[src/rtl/multdiv_pkg.sv]
// Shared types and the latency helper for the multdiv_seq iterative multiply/divide unit.
package multdiv_pkg;

    typedef enum logic [1:0] {
        IDLE = 2'd0,
        MUL  = 2'd1,
        DIV  = 2'd2,
        DONE = 2'd3
    } state_e;

    typedef enum logic {
        OP_MUL = 1'b0,
        OP_DIV = 1'b1
    } op_e;

    // Edges from the capture edge to the edge that raises data_resultRDY.
    function automatic int unsigned multdiv_latency(input int unsigned width, input op_e op, input bit booth);
        if ((op == OP_MUL) && booth) begin
            return (width / 32'd2) + 32'd1;
        end else begin
            return width + 32'd1;
        end
    endfunction

endpackage

[src/rtl/multdiv_seq_div_step.sv]
// One combinational restoring-division step: shift in a dividend bit, trial-subtract the divisor.
module div_step #(
    parameter int WIDTH = 32
) (
    input  logic [WIDTH-1:0] rem_in,
    input  logic [WIDTH-1:0] divisor,
    input  logic             dividend_bit,
    output logic [WIDTH-1:0] rem_out,
    output logic             quot_bit
);

    logic [WIDTH:0] shifted_s;
    logic [WIDTH:0] trial_s;

    // The shifted remainder is always below 2*divisor, so WIDTH+1 bits hold it and the trial sign.
    always_comb begin
        shifted_s = {rem_in, dividend_bit};
        trial_s   = shifted_s - {1'b0, divisor};
        if (trial_s[WIDTH] == 1'b0) begin
            quot_bit = 1'b1;
            rem_out  = trial_s[WIDTH-1:0];
        end else begin
            quot_bit = 1'b0;
            rem_out  = shifted_s[WIDTH-1:0];
        end
    end

endmodule

[src/rtl/multdiv_seq.sv]
// Iterative signed WIDTH-bit multiply/divide with busy, abort and fixed latency.
// Define MULTDIV_BOOTH_EN for radix-4 Booth multiply (WIDTH/2 steps); division is unchanged.
module multdiv_seq #(
    parameter int WIDTH = 32
) (
    input  logic             clock,
    input  logic             reset,
    input  logic [WIDTH-1:0] data_operandA,
    input  logic [WIDTH-1:0] data_operandB,
    input  logic             ctrl_MULT,
    input  logic             ctrl_DIV,
    input  logic             ctrl_abort,
    output logic [WIDTH-1:0] data_result,
    output logic             data_exception,
    output logic             data_resultRDY,
    output logic             busy
);
    import multdiv_pkg::*;

    localparam int CNT_W = $clog2(WIDTH + 1);
`ifdef MULTDIV_BOOTH_EN
    localparam int ACC_W     = WIDTH + 2;
    localparam int MUL_STEPS = WIDTH / 2;
`else
    localparam int ACC_W     = WIDTH;
    localparam int MUL_STEPS = WIDTH;
`endif

    state_e               state_q, state_d;
    op_e                  op_q, op_d;
    logic                 neg_q, neg_d;
    logic                 exc_q, exc_d;
    logic                 dz_q, dz_d;
    logic [CNT_W-1:0]     cnt_q, cnt_d;
    logic [ACC_W-1:0]     acc_q, acc_d;
    logic [WIDTH-1:0]     lo_q, lo_d;
    logic [WIDTH-1:0]     mcand_q, mcand_d;
    logic [WIDTH-1:0]     res_q, res_d;
    logic                 exc_out_q, exc_out_d;
    logic                 rdy_q, rdy_d;
    logic                 busy_q, busy_d;
`ifdef MULTDIV_BOOTH_EN
    logic                 lb_q, lb_d;
    logic [ACC_W-1:0]     ext_s;
    logic [ACC_W-1:0]     ext2_s;
    logic [ACC_W-1:0]     pp_s;
    logic [ACC_W-1:0]     sum_s;
`else
    logic [WIDTH:0]       sum_s;
`endif

    logic [2*WIDTH-1:0]   product_s;
    logic [2*WIDTH-1:0]   prod_s;
    logic                 mul_ovf_s;
    logic [WIDTH-1:0]     quot_s;
    logic [WIDTH-1:0]     step_rem_s;
    logic                 step_q_s;
    logic                 a_is_min_s;
    logic                 b_is_m1_s;
    logic                 b_is_zero_s;

    function automatic logic [WIDTH-1:0] mag(input logic [WIDTH-1:0] v);
        return v[WIDTH-1] ? (~v + {{(WIDTH-1){1'b0}}, 1'b1}) : v;
    endfunction

    div_step #(.WIDTH(WIDTH)) u_div_step (
        .rem_in       (acc_q[WIDTH-1:0]),
        .divisor      (mcand_q),
        .dividend_bit (lo_q[WIDTH-1]),
        .rem_out      (step_rem_s),
        .quot_bit     (step_q_s)
    );

    // Final sign correction and overflow detection from the accumulated registers.
    always_comb begin
        product_s   = {acc_q[WIDTH-1:0], lo_q};
        prod_s      = neg_q ? (~product_s + {{(2*WIDTH-1){1'b0}}, 1'b1}) : product_s;
        mul_ovf_s   = ~((&prod_s[2*WIDTH-1:WIDTH-1]) | ~(|prod_s[2*WIDTH-1:WIDTH-1]));
        quot_s      = neg_q ? (~lo_q + {{(WIDTH-1){1'b0}}, 1'b1}) : lo_q;
        a_is_min_s  = (data_operandA == {1'b1, {(WIDTH-1){1'b0}}});
        b_is_m1_s   = (data_operandB == {WIDTH{1'b1}});
        b_is_zero_s = (data_operandB == {WIDTH{1'b0}});
    end

    // Next-state and datapath control for the IDLE/MUL/DIV/DONE sequencer.
    always_comb begin
        state_d   = state_q;
        op_d      = op_q;
        neg_d     = neg_q;
        exc_d     = exc_q;
        dz_d      = dz_q;
        cnt_d     = cnt_q;
        acc_d     = acc_q;
        lo_d      = lo_q;
        mcand_d   = mcand_q;
        res_d     = res_q;
        exc_out_d = exc_out_q;
        rdy_d     = 1'b0;
        busy_d    = busy_q;
`ifdef MULTDIV_BOOTH_EN
        lb_d      = lb_q;
        ext_s     = {{2{mcand_q[WIDTH-1]}}, mcand_q};
        ext2_s    = {ext_s[ACC_W-2:0], 1'b0};
        case ({lo_q[1:0], lb_q})
            3'b001, 3'b010: pp_s = ext_s;
            3'b011:         pp_s = ext2_s;
            3'b100:         pp_s = ~ext2_s + {{(ACC_W-1){1'b0}}, 1'b1};
            3'b101, 3'b110: pp_s = ~ext_s + {{(ACC_W-1){1'b0}}, 1'b1};
            default:        pp_s = {ACC_W{1'b0}};
        endcase
        sum_s     = acc_q + pp_s;
`else
        sum_s     = {1'b0, acc_q} + (lo_q[0] ? {1'b0, mcand_q} : {(WIDTH+1){1'b0}});
`endif

        case (state_q)
            IDLE: begin
                if (ctrl_abort) begin
                    state_d = IDLE;
                end else if (ctrl_MULT) begin
                    op_d    = OP_MUL;
                    busy_d  = 1'b1;
                    acc_d   = {ACC_W{1'b0}};
                    exc_d   = 1'b0;
                    dz_d    = 1'b0;
                    cnt_d   = CNT_W'(MUL_STEPS);
                    state_d = MUL;
`ifdef MULTDIV_BOOTH_EN
                    // Booth works on the signed operands directly, so no sign fix-up afterwards.
                    mcand_d = data_operandA;
                    lo_d    = data_operandB;
                    neg_d   = 1'b0;
                    lb_d    = 1'b0;
`else
                    mcand_d = mag(data_operandA);
                    lo_d    = mag(data_operandB);
                    neg_d   = data_operandA[WIDTH-1] ^ data_operandB[WIDTH-1];
`endif
                end else if (ctrl_DIV) begin
                    op_d    = OP_DIV;
                    busy_d  = 1'b1;
                    acc_d   = {ACC_W{1'b0}};
                    mcand_d = mag(data_operandB);
                    lo_d    = mag(data_operandA);
                    neg_d   = data_operandA[WIDTH-1] ^ data_operandB[WIDTH-1];
                    exc_d   = a_is_min_s & b_is_m1_s;
                    dz_d    = b_is_zero_s;
                    cnt_d   = CNT_W'(WIDTH);
                    if (b_is_zero_s) begin
                        state_d = DONE;
                    end else begin
                        state_d = DIV;
                    end
                end else begin
                    state_d = IDLE;
                end
            end
            MUL: begin
                if (ctrl_abort) begin
                    state_d = IDLE;
                    busy_d  = 1'b0;
                end else begin
`ifdef MULTDIV_BOOTH_EN
                    acc_d = {{2{sum_s[ACC_W-1]}}, sum_s[ACC_W-1:2]};
                    lo_d  = {sum_s[1:0], lo_q[WIDTH-1:2]};
                    lb_d  = lo_q[1];
`else
                    acc_d = sum_s[WIDTH:1];
                    lo_d  = {sum_s[0], lo_q[WIDTH-1:1]};
`endif
                    cnt_d = cnt_q - CNT_W'(1);
                    if (cnt_q == CNT_W'(1)) begin
                        state_d = DONE;
                    end else begin
                        state_d = MUL;
                    end
                end
            end
            DIV: begin
                if (ctrl_abort) begin
                    state_d = IDLE;
                    busy_d  = 1'b0;
                end else begin
                    // lo_q shifts dividend bits out of the top and quotient bits in at the bottom.
                    acc_d = ACC_W'(step_rem_s);
                    lo_d  = {lo_q[WIDTH-2:0], step_q_s};
                    cnt_d = cnt_q - CNT_W'(1);
                    if (cnt_q == CNT_W'(1)) begin
                        state_d = DONE;
                    end else begin
                        state_d = DIV;
                    end
                end
            end
            DONE: begin
                state_d = IDLE;
                busy_d  = 1'b0;
                if (ctrl_abort) begin
                    rdy_d = 1'b0;
                end else if (op_q == OP_MUL) begin
                    rdy_d     = 1'b1;
                    res_d     = prod_s[WIDTH-1:0];
                    exc_out_d = mul_ovf_s;
                end else if (dz_q) begin
                    rdy_d     = 1'b1;
                    res_d     = {WIDTH{1'b0}};
                    exc_out_d = 1'b1;
                end else begin
                    rdy_d     = 1'b1;
                    res_d     = quot_s;
                    exc_out_d = exc_q;
                end
            end
            default: begin
                state_d = IDLE;
                busy_d  = 1'b0;
            end
        endcase
    end

    // State and output registers with asynchronous reset.
    always_ff @(posedge clock or posedge reset) begin
        if (reset) begin
            state_q   <= IDLE;
            op_q      <= OP_MUL;
            neg_q     <= 1'b0;
            exc_q     <= 1'b0;
            dz_q      <= 1'b0;
            cnt_q     <= {CNT_W{1'b0}};
            acc_q     <= {ACC_W{1'b0}};
            lo_q      <= {WIDTH{1'b0}};
            mcand_q   <= {WIDTH{1'b0}};
            res_q     <= {WIDTH{1'b0}};
            exc_out_q <= 1'b0;
            rdy_q     <= 1'b0;
            busy_q    <= 1'b0;
`ifdef MULTDIV_BOOTH_EN
            lb_q      <= 1'b0;
`endif
        end else begin
            state_q   <= state_d;
            op_q      <= op_d;
            neg_q     <= neg_d;
            exc_q     <= exc_d;
            dz_q      <= dz_d;
            cnt_q     <= cnt_d;
            acc_q     <= acc_d;
            lo_q      <= lo_d;
            mcand_q   <= mcand_d;
            res_q     <= res_d;
            exc_out_q <= exc_out_d;
            rdy_q     <= rdy_d;
            busy_q    <= busy_d;
`ifdef MULTDIV_BOOTH_EN
            lb_q      <= lb_d;
`endif
        end
    end

    assign data_result    = res_q;
    assign data_exception = exc_out_q;
    assign data_resultRDY = rdy_q;
    assign busy           = busy_q;

endmodule

[config.mk]
export PLATFORM = sky130hd
export DESIGN_NAME = multdiv_seq
export DESIGN_NICKNAME = d
export VERILOG_FILES = /design/src/rtl/multdiv_pkg.sv /design/src/rtl/multdiv_seq_div_step.sv /design/src/rtl/multdiv_seq.sv
export SDC_FILE = /design/constraint.sdc
export NUM_CORES = 1
export LEC_CHECK = 0
export ABC_AREA = 0
export CAP_MARGIN = 0
export CORE_MARGIN = 2
export CORE_UTILIZATION = 25
export DETAILED_ROUTE_END_ITERATION = 6
export GPL_TIMING_DRIVEN = 0
export PLACE_DENSITY = 0.5
export SLEW_MARGIN = 20
export SYNTH_ARGS = -nofsm -noshare
export SYNTH_HDL_FRONTEND = slang
export SYNTH_SLANG_ARGS = --single-unit
[constraint.sdc]
create_clock -name clock -period 6.5 [get_ports clock]
set_input_delay 1.3 -clock clock [delete_from_list [all_inputs] [get_ports clock]]
set_output_delay 1.3 -clock clock [all_outputs]
set_load 0.02 [all_outputs]
==> qor.log, run 1 <==
qor: placed_design.post-place-cells 2571
qor: sta.rsz_0062_raised_after_global_routing no
qor: setup_path.critical_path_peak_fanout 10
qor: synth.synth_mux_area_frac 0.0257
qor: power_and_ir_drop.peak_supply_drop 0.196 mV
qor: setup_path.nature_of_the_critical_path_startpoint register
qor: setup_path.critPathCaptureType register
qor: setup_path.worstPathCellList inv_1, ha_1, inv_1, fa_1, a211oi_1, o21ai_0, o21ai_0, a21oi_1, nor2_1, o211ai_1, xor2_1, clkbuf_1, clkbuf_1, a21oi_1, o21ai_0
qor: routing.finalWirelength 53600 um
qor: floorplanning.floorplan.die_area 56200 sq um
qor: synth.ys_warn_count 0
qor: global_route.grt_antenna_before_repair 0
qor: min_path.timing.hold.worst.class reg -> reg
qor: sta.worst_slew_margin_rel 0.309
qor: setup_path.critical-path-slowest-cell clkbuf_1
qor: synth.synth-simple-area-share 0.207
qor: sta.smallest_setup_slack_after_layout 1.09 ns
qor: setup_path.cp.required 6.86 ns
qor: sta.slew_violations 0
qor: sta.post-route-min-period 5.41 ns
qor: setup_path.critPathArrivalTime 5.78 ns
qor: global_route.grt_use_total 0.190
qor: clocking.insertion_delay 0.46 ns
qor: global_route.largest_net_degree_at_the_start_of_global_routing 102
qor: synth.synth_compound_area_frac 0.266
qor: synth.netlist.top_cell.by_area dfrtp_1
qor: clocking.cts_repair_resize_count 0
qor: placed_design.place_worst_setup_slack 1.16 ns
qor: final_layout.post_route_cells_drive_above_1_share 0.0394
qor: sta.setup_viol 0
qor: power_and_ir_drop.power-per-cell-area 291 nW/um^2
qor: setup_path.delay_contributed_by_the_slowest_stage_of_the_critical_path 0.69 ns
qor: clocking.clkSinkCount 143
qor: global_route.final_global_route_overflow_total 0
qor: global_route.grt_first_pass_wirelength 81800 um
qor: placed_design.post-dp-hpwl 43400 um
qor: setup_path.cpMostUsedCell o21ai_0
qor: synth.xor_xnor_portion_of_the_synthesized_cell_area 0.113
qor: synth.synth_async_sr_flop_share 1.00
qor: clocking.cts_tree done
qor: min_path.min_from mcand_q[28]
qor: routing.drt_drc_violations_left 0
qor: floorplanning.row_count 85
qor: min_path.min_to mcand_q[28]
qor: floorplanning.initial_utilization 0.253
qor: synth.yosys-top-cells-area dfrtp_1, o21ai_0, ha_1
qor: final_layout.post_layout_nonfiller_instances 2601
qor: min_path.whs_path_depth 2
qor: synth.count_of_flip_flops_with_a_built_in_enable_after_synthesis 0
qor: sta.max_slew.worst_pin.slew 1.04 ns
qor: final_layout.synthToLayoutAreaGrowth 18.5%
qor: sta.final-hold-violation-count 0
qor: synth.synth.cells.most_frequent o21ai_0, nand2_1, nor2_1, dfrtp_1, a21oi_1
qor: placed_design.buffer_ports.inserted 101
qor: routing.detail-route-antenna-nets 0
qor: synth.dominant_combinational_cell_family_by_area_after_synthesis compound AO/OA/AOI/OAI gates
qor: setup_path.reg2reg_setup_slack 1.09 ns
qor: synth.synth_seq_area_share 0.264
qor: final_layout.n_antenna_cell 0
qor: floorplanning.core_area 53700 sq um
qor: synth.ys_seq_elements 143
qor: setup_path.rr_endpoint acc_q[10]
qor: clocking.cts-htree-levels 4
qor: synth.synth_most_common_cell o21ai_0
qor: routing.routedWlPerCell 20.6 um
qor: final_layout.final.fill_count 5807
qor: routing.dr_total_vias 14000
qor: clocking.post-cts-setup-buffers 0
qor: placed_design.gp_congestion 0.909
qor: power_and_ir_drop.total_leakage_power 0.00668 uW
qor: routing.dr.pass1.iters 6
qor: clocking.cts_root_buf clkbuf_16
qor: synth.post_synth_num_cell_types 75
qor: floorplanning.chipHeight 237 um
qor: synth.yosys.area.top_type_share 0.264
qor: routing.drt-initial-drc-count 1133
qor: sta.hold_slack 0.479 ns
qor: synth.synthesis.area 13600 sq um
qor: setup_path.critical_path.reg2reg.startpoint lo_q[31]
qor: setup_path.worst_case_reg_to_reg_path_depth 15
qor: setup_path.launching_instance_or_port_of_the_critical_path lo_q[31]
qor: final_layout.nets 2040
qor: global_route.vias_in_the_first_global_route 13400
qor: floorplanning.boundaryPins 104
qor: status.run_status completed
qor: floorplanning.chip_width 237 um
qor: sta.skew 0.0143 ns
qor: sta.final.period_utilization 0.833
qor: synth.adder_and_majority_gate_portion_of_the_synthesized_area 0.0721
qor: clocking.clk_pin_slew_worst_paths 0.06 ns
qor: job.cap_violations 0
qor: synth.synth_ff_type dfrtp_1
qor: routing.avgViaCountPerCell 5.38
qor: synth.synthesis.nets 1919
qor: setup_path.cp_class reg -> reg
qor: synth.synthesis.instances 1773
qor: sta.max_freq 185 MHz
qor: synth.synth_area_per_cell 7.66 sq um
qor: clocking.cts_buffers 17
qor: clocking.clock_path_buffers 2
qor: clocking.cts_hold_buffers 0
-- metal layers --
metal | part of all wire | GRT usage
met1 | 0.45 | 0.253
met2 | 0.45 | 0.302
met3 | 0.055 | 0.0297
met4 | 0.042 | 0.0842
met5 | 0 | 0
-- worst max-delay path by stage --
stage	slack [ns]	depth (start not counted)	end
after global placement	-0.95	2	data_result[0]
after detailed placement	1.16	15	acc_q[10]
after floorplan	1.36	1	acc_q[0]
after CTS	1.12	15	acc_q[10]
after global routing	0.74	15	acc_q[13]
final	1.09	15	acc_q[10]
-- through the flow --
stage | power, uW | setup TNS, ns | utilization | area (sq um)
detailed placement | 3640 | 0 | 0.288 | 15500
floorplan | 2760 | 0 | - | 13600
global route | 4990 | 0 | 0.300 | 16100
CTS | 4690 | 0 | 0.300 | 16100
global placement | 3620 | -132.22 | 0.288 | 15500
finish | 4680 | 0 | 0.300 | 16100
-- sequential cells by signal, indices dropped and copies added (netlist names) --
register	count
acc_q	32
neg_q	1
op_q	1
data_resultRDY	1
data_result	32
dz_q	1
exc_q	1
cnt_q	6
mcand_q	32
busy	1
lo_q	32
state_q	2
data_exception	1
-- worst max-delay path: cells and delay by family, from the launching register on --
| family | cells | cell delay, ns |
|---|---|---|
| AOI/OAI and AO/OA | 7 | 1.92 |
| xor gates and xnor gates | 1 | 0.41 |
| adders and majority gates | 2 | 0.63 |
| DFF | 1 | 0.47 |
| buffers and inverters | 4 | 1.61 |
| and+or+nand+nor | 1 | 0.25 |
-- cell families (layout without fill, tap and decap cells) --
kind of cell	Yosys count	in the layout
adders and majority gates	77	77
xor gates and xnor gates	175	175
AOI/OAI and AO/OA	580	580
DFF	143	143
buffers and inverters	183	315
and+or+nand+nor	581	581
muxes	34	34
-- placed cells by master (no fill, tap or decap), types with 68 or more instances in the layout --
| cell type | synthesis | routed |
|---|---|---|
| a21oi_1 | 130 | 130 |
| clkbuf_1 | 91 | 91 |
| clkdlybuf4s50_1 | 0 | 101 |
| dfrtp_1 | 143 | 143 |
| ha_1 | 75 | 75 |
| inv_1 | 69 | 68 |
| nand2_1 | 208 | 208 |
| nor2_1 | 155 | 155 |
| o21ai_0 | 211 | 211 |
| xnor2_1 | 80 | 80 |
| xor2_1 | 95 | 95 |
-- where the power goes --
part           internal (uW)  leakage, uW  switching (uW)
sequential              1140      0.00184             233
clock                    612     0.000289             429
combinational            855      0.00455            1420
total                   2600      0.00668            2080
-- cell type report --
type                    instances  area [sq um]  area share
inverters                      70           270      0.0168
well taps                     696           871      0.0541
clock buffers                  18           439      0.0273
repair buffers                102          1040      0.0645
clock inverters                12           159     0.00988
multi-input cells            1447          9280       0.576
plain buffers                 113           458      0.0285
flip-flops and latches        143          3580       0.222
Note: power is estimated with default switching activity, not from simulation.
==> run 2: changes to the inputs <==
PLACE_DENSITY = 0.51   (was 0.5)
clock period = 4.9 ns   (was 6.5 ns; I/O delays follow)
==> run 2 against run 1 <==
  * The run now ends with design-rule violations left
  * Sequential power rose by 33%
  * Largest cell class unchanged
  * Highest routed layer unchanged
  * Largest power group unchanged
  * First-iteration DRC count rose by 0.88%
  * Cell area rose by 0.24%
==> qor.log, run 2 (synthesis results as in run 1) <==
qor: sta.rsz_0062_raised_after_global_routing no
qor: sta.max_slew.worst_pin.slew 0.854 ns [-0.182 ns]
qor: floorplanning.boundaryPins 104 [unchanged]
qor: power_and_ir_drop.power.sequential.fraction 0.290 [-0.002]
qor: setup_path.critPathCaptureType register
qor: global_route.vias_in_the_first_global_route 13700 [+1.9%]
qor: sta.setup_viol 0 [unchanged]
qor: floorplanning.initial_utilization 0.253 [unchanged]
qor: setup_path.critical_path_buf_inv_count 4 [unchanged]
qor: sta.skew 0.0153 ns [+0.00101 ns]
qor: sta.worst_slew_margin_rel 0.431 [+0.121]
qor: final_layout.final_common_cell o21ai_0
qor: routing.finalWirelength 53800 um [+0.29%]
qor: routing.dr.pass1.iters 7 [+1]
qor: min_path.timing.hold.worst.class reg -> reg
qor: routing.detail-route-antenna-nets 0 [unchanged]
qor: final_layout.synthToLayoutAreaGrowth 18.8%
qor: power_and_ir_drop.total_leakage_power 0.00670 uW [+0.19%]
qor: final_layout.post_route_cells_drive_above_1_share 0.0425 [+0.00313]
qor: clocking.post-cts-setup-buffers 0 [unchanged]
qor: placed_design.buffer_ports.inserted 101 [unchanged]
qor: global_route.final_global_route_overflow_total 0 [unchanged]
qor: final_layout.n_antenna_cell 0 [unchanged]
qor: clocking.clk_pin_slew_worst_paths 0.07 ns [about the same]
qor: clocking.clkSinkCount 143 [unchanged]
qor: setup_path.critical_path_peak_fanout 10 [unchanged]
qor: setup_path.critical-path-slowest-cell dfrtp_1
qor: status.violated_checks design-rule violations
qor: clocking.cts_hold_buffers 0 [unchanged]
qor: setup_path.delay_contributed_by_the_slowest_stage_of_the_critical_path 0.47 ns [-0.22 ns]
qor: sta.slew_violations 0 [unchanged]
qor: power_and_ir_drop.clock_power_share 0.229 [+0.007]
qor: setup_path.critPathArrivalTime 4.87 ns [-0.91 ns]
qor: status.run_status finished, violations left
qor: global_route.grt_antenna_before_repair 0 [unchanged]
qor: global_route.largest_net_degree_at_the_start_of_global_routing 104 [+2.0%]
qor: power_and_ir_drop.report.power.total 6280 uW [+34%]
qor: power_and_ir_drop.cellInternalPower 3500 uW [+34%]
qor: floorplanning.floorplan.die_area 56200 sq um [unchanged]
qor: clocking.cts_root_buf clkbuf_16
qor: setup_path.cp_class reg -> reg
qor: clocking.cts_tree done
qor: power_and_ir_drop.swShare 0.443 [-0.00171]
qor: setup_path.nature_of_the_critical_path_startpoint register
qor: final_layout.post_layout_nonfiller_instances 2602 [+0.038%]
qor: sta.max_freq 219 MHz [+19%]
qor: power_and_ir_drop.power.share.combinational 0.482 [-0.003]
qor: final_layout.layout.cells.most_common_list o21ai_0, nand2_1, nor2_1
qor: global_route.grt_first_pass_wirelength 82100 um [+0.31%]
qor: routing.dr_total_vias 13900 [-0.38%]
qor: job.cap_violations 0 [unchanged]
qor: sta.post-route-min-period 4.56 ns [-0.855 ns]
qor: routing.drt-initial-drc-count 1143 [+0.88%]
qor: sta.setup_total_negative_slack 0 ns [unchanged]
qor: routing.routedWlPerCell 20.7 um [+0.25%]
qor: setup_path.cp_top_family compound AO/OA/AOI/OAI gates
qor: placed_design.gp_congestion 0.927 [+2.0%]
qor: placed_design.post-dp-hpwl 43500 um [+0.30%]
qor: setup_path.cp.required 5.21 ns [-1.65 ns]
qor: setup_path.worstPathCellList inv_1, ha_1, inv_1, fa_1, a211oi_1, o21ai_0, o21ai_2, a21oi_1, nor2_1, o211ai_1, xor2_1, clkbuf_2, clkbuf_4, nor2_1, a21oi_1, o21ai_0
qor: floorplanning.row_count 85 [unchanged]
qor: global_route.grt_use_total 0.191 [+0.000993]
qor: placed_design.place_worst_setup_slack -0.474 ns [-1.63 ns]
qor: clocking.cts_buffers 17 [unchanged]
qor: sta.smallest_setup_slack_after_layout 0.340 ns [-0.745 ns]
qor: final_layout.nets 2040 [unchanged]
qor: power_and_ir_drop.peak_supply_drop 0.278 mV [+42%]
qor: floorplanning.chip_width 237 um [unchanged]
qor: clocking.cts-htree-levels 4 [unchanged]
qor: routing.avgViaCountPerCell 5.36 [-0.42%]
qor: placed_design.post-place-cells 2571 [unchanged]
qor: power_and_ir_drop.power-per-cell-area 389 nW/um^2 [+34%]
qor: routing.drt_drc_violations_left 1 [+1]
qor: power_and_ir_drop.power.net_switching 2780 uW [+33%]
qor: floorplanning.chipHeight 237 um [unchanged]
qor: clocking.clock_path_buffers 2 [unchanged]
qor: clocking.insertion_delay 0.46 ns [about the same]
qor: sta.final.period_utilization 0.931 [+0.0976]
qor: floorplanning.core_area 53700 sq um [unchanged]
qor: sta.final-hold-violation-count 0 [unchanged]
==> run 2: cell types whose count changed in the layout (fill, tap and decap cells not counted), moves of 2 or more <==
| cell | before | now |
|---|---|---|
| clkbuf_2 | 1 | 5 |
| clkbuf_1 | 91 | 89 |
| clkinv_4 | 2 | 0 |
| clkinvlp_4 | 2 | 4 |
| o21ai_0 | 211 | 209 |
==> run 2: path summary, 6_finish.rpt <==
| path | slack [ns] | end | start | depth (start not counted) |
|---|---|---|---|---|
| worst max-delay path | 0.34 | acc_q[10] | lo_q[31] | 16 |
| worst min-delay path | 0.47 | mcand_q[28] | mcand_q[28] | 2 |
| worst max register to register | 0.34 | acc_q[10] | lo_q[31] | 16 |
| worst min register to register | 0.47 | mcand_q[28] | mcand_q[28] | 2 |
| max in group asynchronous | 3.12 | data_result[20] | reset | 3 |
| min in group asynchronous | 0.93 | acc_q[29] | reset | 2 |
==> run 2: power groups by stage <==
| stage | combinational (uW) | sequential, uW | clock [uW] |
|---|---|---|---|
| 6_report | 3020 | 1820 | 1440 |
| 2_1_floorplan | 1760 | 1890 | 0 |
| 3_3_place_gp | 2970 | 1830 | 0 |
| 3_5_place_dp | 2990 | 1840 | 0 |
| 4_1_cts | 3010 | 1810 | 1460 |
| 5_1_grt | 3310 | 1860 | 1500 |
==> run 2: through the flow <==
stage / cell area, sq um / utilization / hold slack (ns)
floorplan: 13600 / - / 0.439
CTS: 16100 / 0.300 / 0.478
finish: 16100 / 0.300 / 0.473
global placement: 15500 / 0.288 / 0.459
detailed placement: 15500 / 0.288 / 0.461
global route: 16100 / 0.300 / 0.515
==> run 2: layer usage <==
| layer | up-vias | share of wire | track usage | wire, um |
|---|---|---|---|---|
| met1 | 6716 | 0.46 | 0.257 | 24500 |
| met3 | 92 | 0.053 | 0.0241 | 2850 |
| met4 | 0 | 0.045 | 0.0844 | 2400 |
| met2 | 455 | 0.45 | 0.305 | 24100 |
| li1 | 6682 | - | - | - |
| met5 | - | 0 | 0 | 0 |
==> run 2: layout make-up <==
class                   instances  area, sq um
plain buffers                 113          465
clock buffers                  19          433
clock inverters                12          183
fillers                      5781        37600
inverters                      70          274
multi-input cells            1447         9290
flip-flops and latches        143         3580
well taps                     696          871
repair buffers                102         1040
==> run 2: what timing repair did <==
action / in CTS / in global routing
endpoints found under the setup margin: 21 / 14
resized for setup: 5 / 6
gates cloned: 0 / 0
==> run 2: worst register-to-register path: stages, from the launching register on <==
cell and delay, ns:
dfrtp_1 0.47, inv_1 0.16, ha_1 0.24, inv_1 0.07, fa_1 0.43, a211oi_1 0.27
o21ai_0 0.26, o21ai_2 0.34, a21oi_1 0.17, nor2_1 0.24, o211ai_1 0.16, xor2_1 0.39
clkbuf_2 0.44, clkbuf_4 0.41, nor2_1 0.08, a21oi_1 0.17, o21ai_0 0.11
==> run 3: changes to the inputs <==
REMOVE_ABC_BUFFERS = 1   (was unset)
==> run 3 against run 2 <==
  * The flow now finishes without violations
  * Cell area is 2.0% lower
  * Sequential power is 8% higher
  * Routed wire length is 12% lower
  * Clock power is 6% lower
==> qor.log, run 3 (synthesis results as in run 1) <==
qor: placed_design.post-dp-hpwl 36000 um [-17%]
qor: global_route.grt_antenna_before_repair 3 [+3]
qor: setup_path.nature_of_the_critical_path_startpoint register
qor: sta.slew_violations 0 [unchanged]
qor: setup_path.rr_endpoint acc_q[3]
qor: placed_design.gp_congestion 0.873 [-5.9%]
qor: clocking.insertion_delay 0.46 ns [about the same]
qor: routing.dr_total_vias 13300 [-4.5%]
qor: status.run_status completed
qor: routing.drt_drc_violations_left 0 [-1]
qor: clocking.cts_root_buf clkbuf_16
qor: final_layout.layout.cells.most_common_list o21ai_0, nand2_1, nor2_1
qor: sta.max_slew.worst_pin.slew 0.994 ns [+0.140 ns]
qor: sta.max_freq 225 MHz [+2.6%]
qor: final_layout.post_layout_nonfiller_instances 2497 [-4.0%]
qor: routing.finalWirelength 47500 um [-12%]
qor: clocking.cts-htree-levels 4 [unchanged]
qor: setup_path.delay_contributed_by_the_slowest_stage_of_the_critical_path 0.58 ns [+0.11 ns]
qor: setup_path.critPathArrivalTime 4.78 ns [-0.09 ns]
qor: power_and_ir_drop.power-per-cell-area 378 nW/um^2 [-3.0%]
qor: power_and_ir_drop.total_leakage_power 0.00654 uW [-2.3%]
qor: routing.drt-initial-drc-count 1161 [+1.6%]
qor: routing.detail-route-antenna-nets 0 [unchanged]
qor: setup_path.cp_class reg -> reg
qor: min_path.whs_path_depth 2 [unchanged]
qor: min_path.min_from data_result[29]
qor: global_route.largest_net_degree_at_the_start_of_global_routing 90 [-13%]
qor: job.cap_violations 0 [unchanged]
qor: clocking.cts_buffers 17 [unchanged]
qor: sta.setup_viol 0 [unchanged]
qor: routing.routedWlPerCell 19.0 um [-8.0%]
qor: global_route.final_global_route_overflow_total 0 [unchanged]
qor: floorplanning.floorplan.die_area 56200 sq um [unchanged]
qor: final_layout.postLayoutCellArea 15800 sq um [-2.0%]
qor: floorplanning.row_count 85 [unchanged]
qor: placed_design.buffer_ports.inserted 103 [+2.0%]
qor: floorplanning.boundaryPins 104 [unchanged]
qor: sta.smallest_setup_slack_after_layout 0.454 ns [+0.114 ns]
qor: final_layout.synthToLayoutAreaGrowth 16.4%
qor: final_layout.post_route_cells_drive_above_1_share 0.0450 [+0.00248]
qor: sta.rsz_0062_raised_after_global_routing no
qor: final_layout.finalCoreUtilization 0.294 [-0.00610]
qor: floorplanning.core_area 53700 sq um [unchanged]
qor: setup_path.critPathCaptureType register
qor: min_path.timing.hold.worst.class reg -> reg
qor: clocking.clock_path_buffers 2 [unchanged]
qor: placed_design.placed_area 15200 sq um [-1.8%]
qor: floorplanning.chip_width 237 um [unchanged]
qor: global_route.grt_first_pass_wirelength 73900 um [-10%]
qor: power_and_ir_drop.peak_supply_drop 0.281 mV [+1.3%]
qor: clocking.clkSinkCount 143 [unchanged]
qor: setup_path.cp.required 5.23 ns [+0.02 ns]
qor: placed_design.place_worst_setup_slack 0.110 ns [+0.584 ns]
qor: setup_path.critical-path-slowest-cell o21ai_1
qor: clocking.cts_tree done
qor: final_layout.nets 1934 [-5.2%]
qor: final_layout.final_common_cell o21ai_0
qor: global_route.vias_in_the_first_global_route 12600 [-8.1%]
qor: sta.final.period_utilization 0.907 [-0.0233]
qor: clocking.clk_pin_slew_worst_paths 0.08 ns [about the same]
qor: routing.avgViaCountPerCell 5.34 [-0.44%]
qor: setup_path.reg2reg_setup_slack 0.45 ns [+0.11 ns]
qor: sta.final-hold-violation-count 0 [unchanged]
qor: setup_path.critical_path.reg2reg.startpoint lo_q[31]
qor: sta.skew 0.0140 ns [-0.00131 ns]
qor: final_layout.n_antenna_cell 0 [unchanged]
qor: setup_path.worstPathCellList inv_1, ha_1, inv_1, fa_1, a211oi_1, o21ai_0, o21ai_1, a21oi_1, nor2_1, o211ai_1, xor2_4, buf_16, buf_16, mux2i_1, nor2_1, a221o_1
qor: sta.worst_slew_margin_rel 0.328 [-0.103]
qor: global_route.grt_use_total 0.167 [-0.0238]
qor: floorplanning.chipHeight 237 um [unchanged]
qor: floorplanning.initial_utilization 0.253 [unchanged]
qor: sta.post-route-min-period 4.45 ns [-0.114 ns]
qor: setup_path.worst_case_reg_to_reg_path_depth 16 [unchanged]
qor: min_path.min_to data_result[29]
qor: placed_design.post-place-cells 2465 [-4.1%]
qor: routing.dr.pass1.iters 7 [unchanged]
qor: setup_path.critical_path_peak_fanout 19 [+9]
## run 3: cell type report
| type | instances | area [sq um] |
|---|---|---|
| Fill cell | 5737 | 37900 |
| Multi-Input combinational cell | 1447 | 9340 |
| Sequential cell | 143 | 3580 |
| Timing Repair Buffer | 109 | 1160 |
| Tap cell | 696 | 871 |
| Clock buffer | 18 | 429 |
| Inverter | 70 | 273 |
| Clock inverter | 14 | 149 |
## run 3: power breakdown
part	internal [uW]	leakage, uW	switching (uW)	total [uW]
sequential	1510	0.00184	458	1970
combinational	1090	0.00442	1560	2660
clock	718	0.000275	627	1350
## run 3: through the flow
stage | total power (uW) | hold WS [ns] | TNS [ns]
global route | 6360 | 0.496 | 0
CTS | 5980 | 0.487 | 0
detailed placement | 4610 | 0.471 | 0
global placement | 4570 | 0.462 | -547.10
finish | 5970 | 0.480 | 0
floorplan | 3560 | 0.439 | -0.133
## run 3: worst max path at each step
stage	from	endpoint	slack, ns	cells past startpoint
floorplan	lo_q[31]	acc_q[26]	-0.07	14
global placement	ctrl_MULT	acc_q[31]	-2.96	9
detailed placement	ctrl_abort	data_exception	0.11	9
CTS	lo_q[0]	acc_q[28]	0.11	13
global route	lo_q[31]	acc_q[3]	0.23	16
finish	lo_q[31]	acc_q[3]	0.45	16
## run 3: worst max-delay path: cells and delay by family, from the launching register on
kind / cells / cell delay, ns
flip-flops: 1 / 0.44
buffers and inverters: 4 / 0.61
adder cells (fa/ha/maj): 2 / 0.60
AO/OA/AOI/OAI: 6 / 1.80
multiplexers: 1 / 0.19
AND/OR/NAND/NOR: 2 / 0.28
XOR/XNOR: 1 / 0.36
## run 3: layer usage
layer  vias up  wire length (um)  global-route usage
met5         -                37                   0
met4         6               583              0.0339
met3        43              1980              0.0241
met2       340             22000               0.273
met1      6478             22800               0.233
li1       6457                 -                   -
## run 3: repair_timing
action | 4_1_cts | 5_1_grt
gates resized for setup | 0 | 3
endpoints found under the setup margin | 0 | 6
setup buffers | 0 | 0
hold buffers | 0 | 0
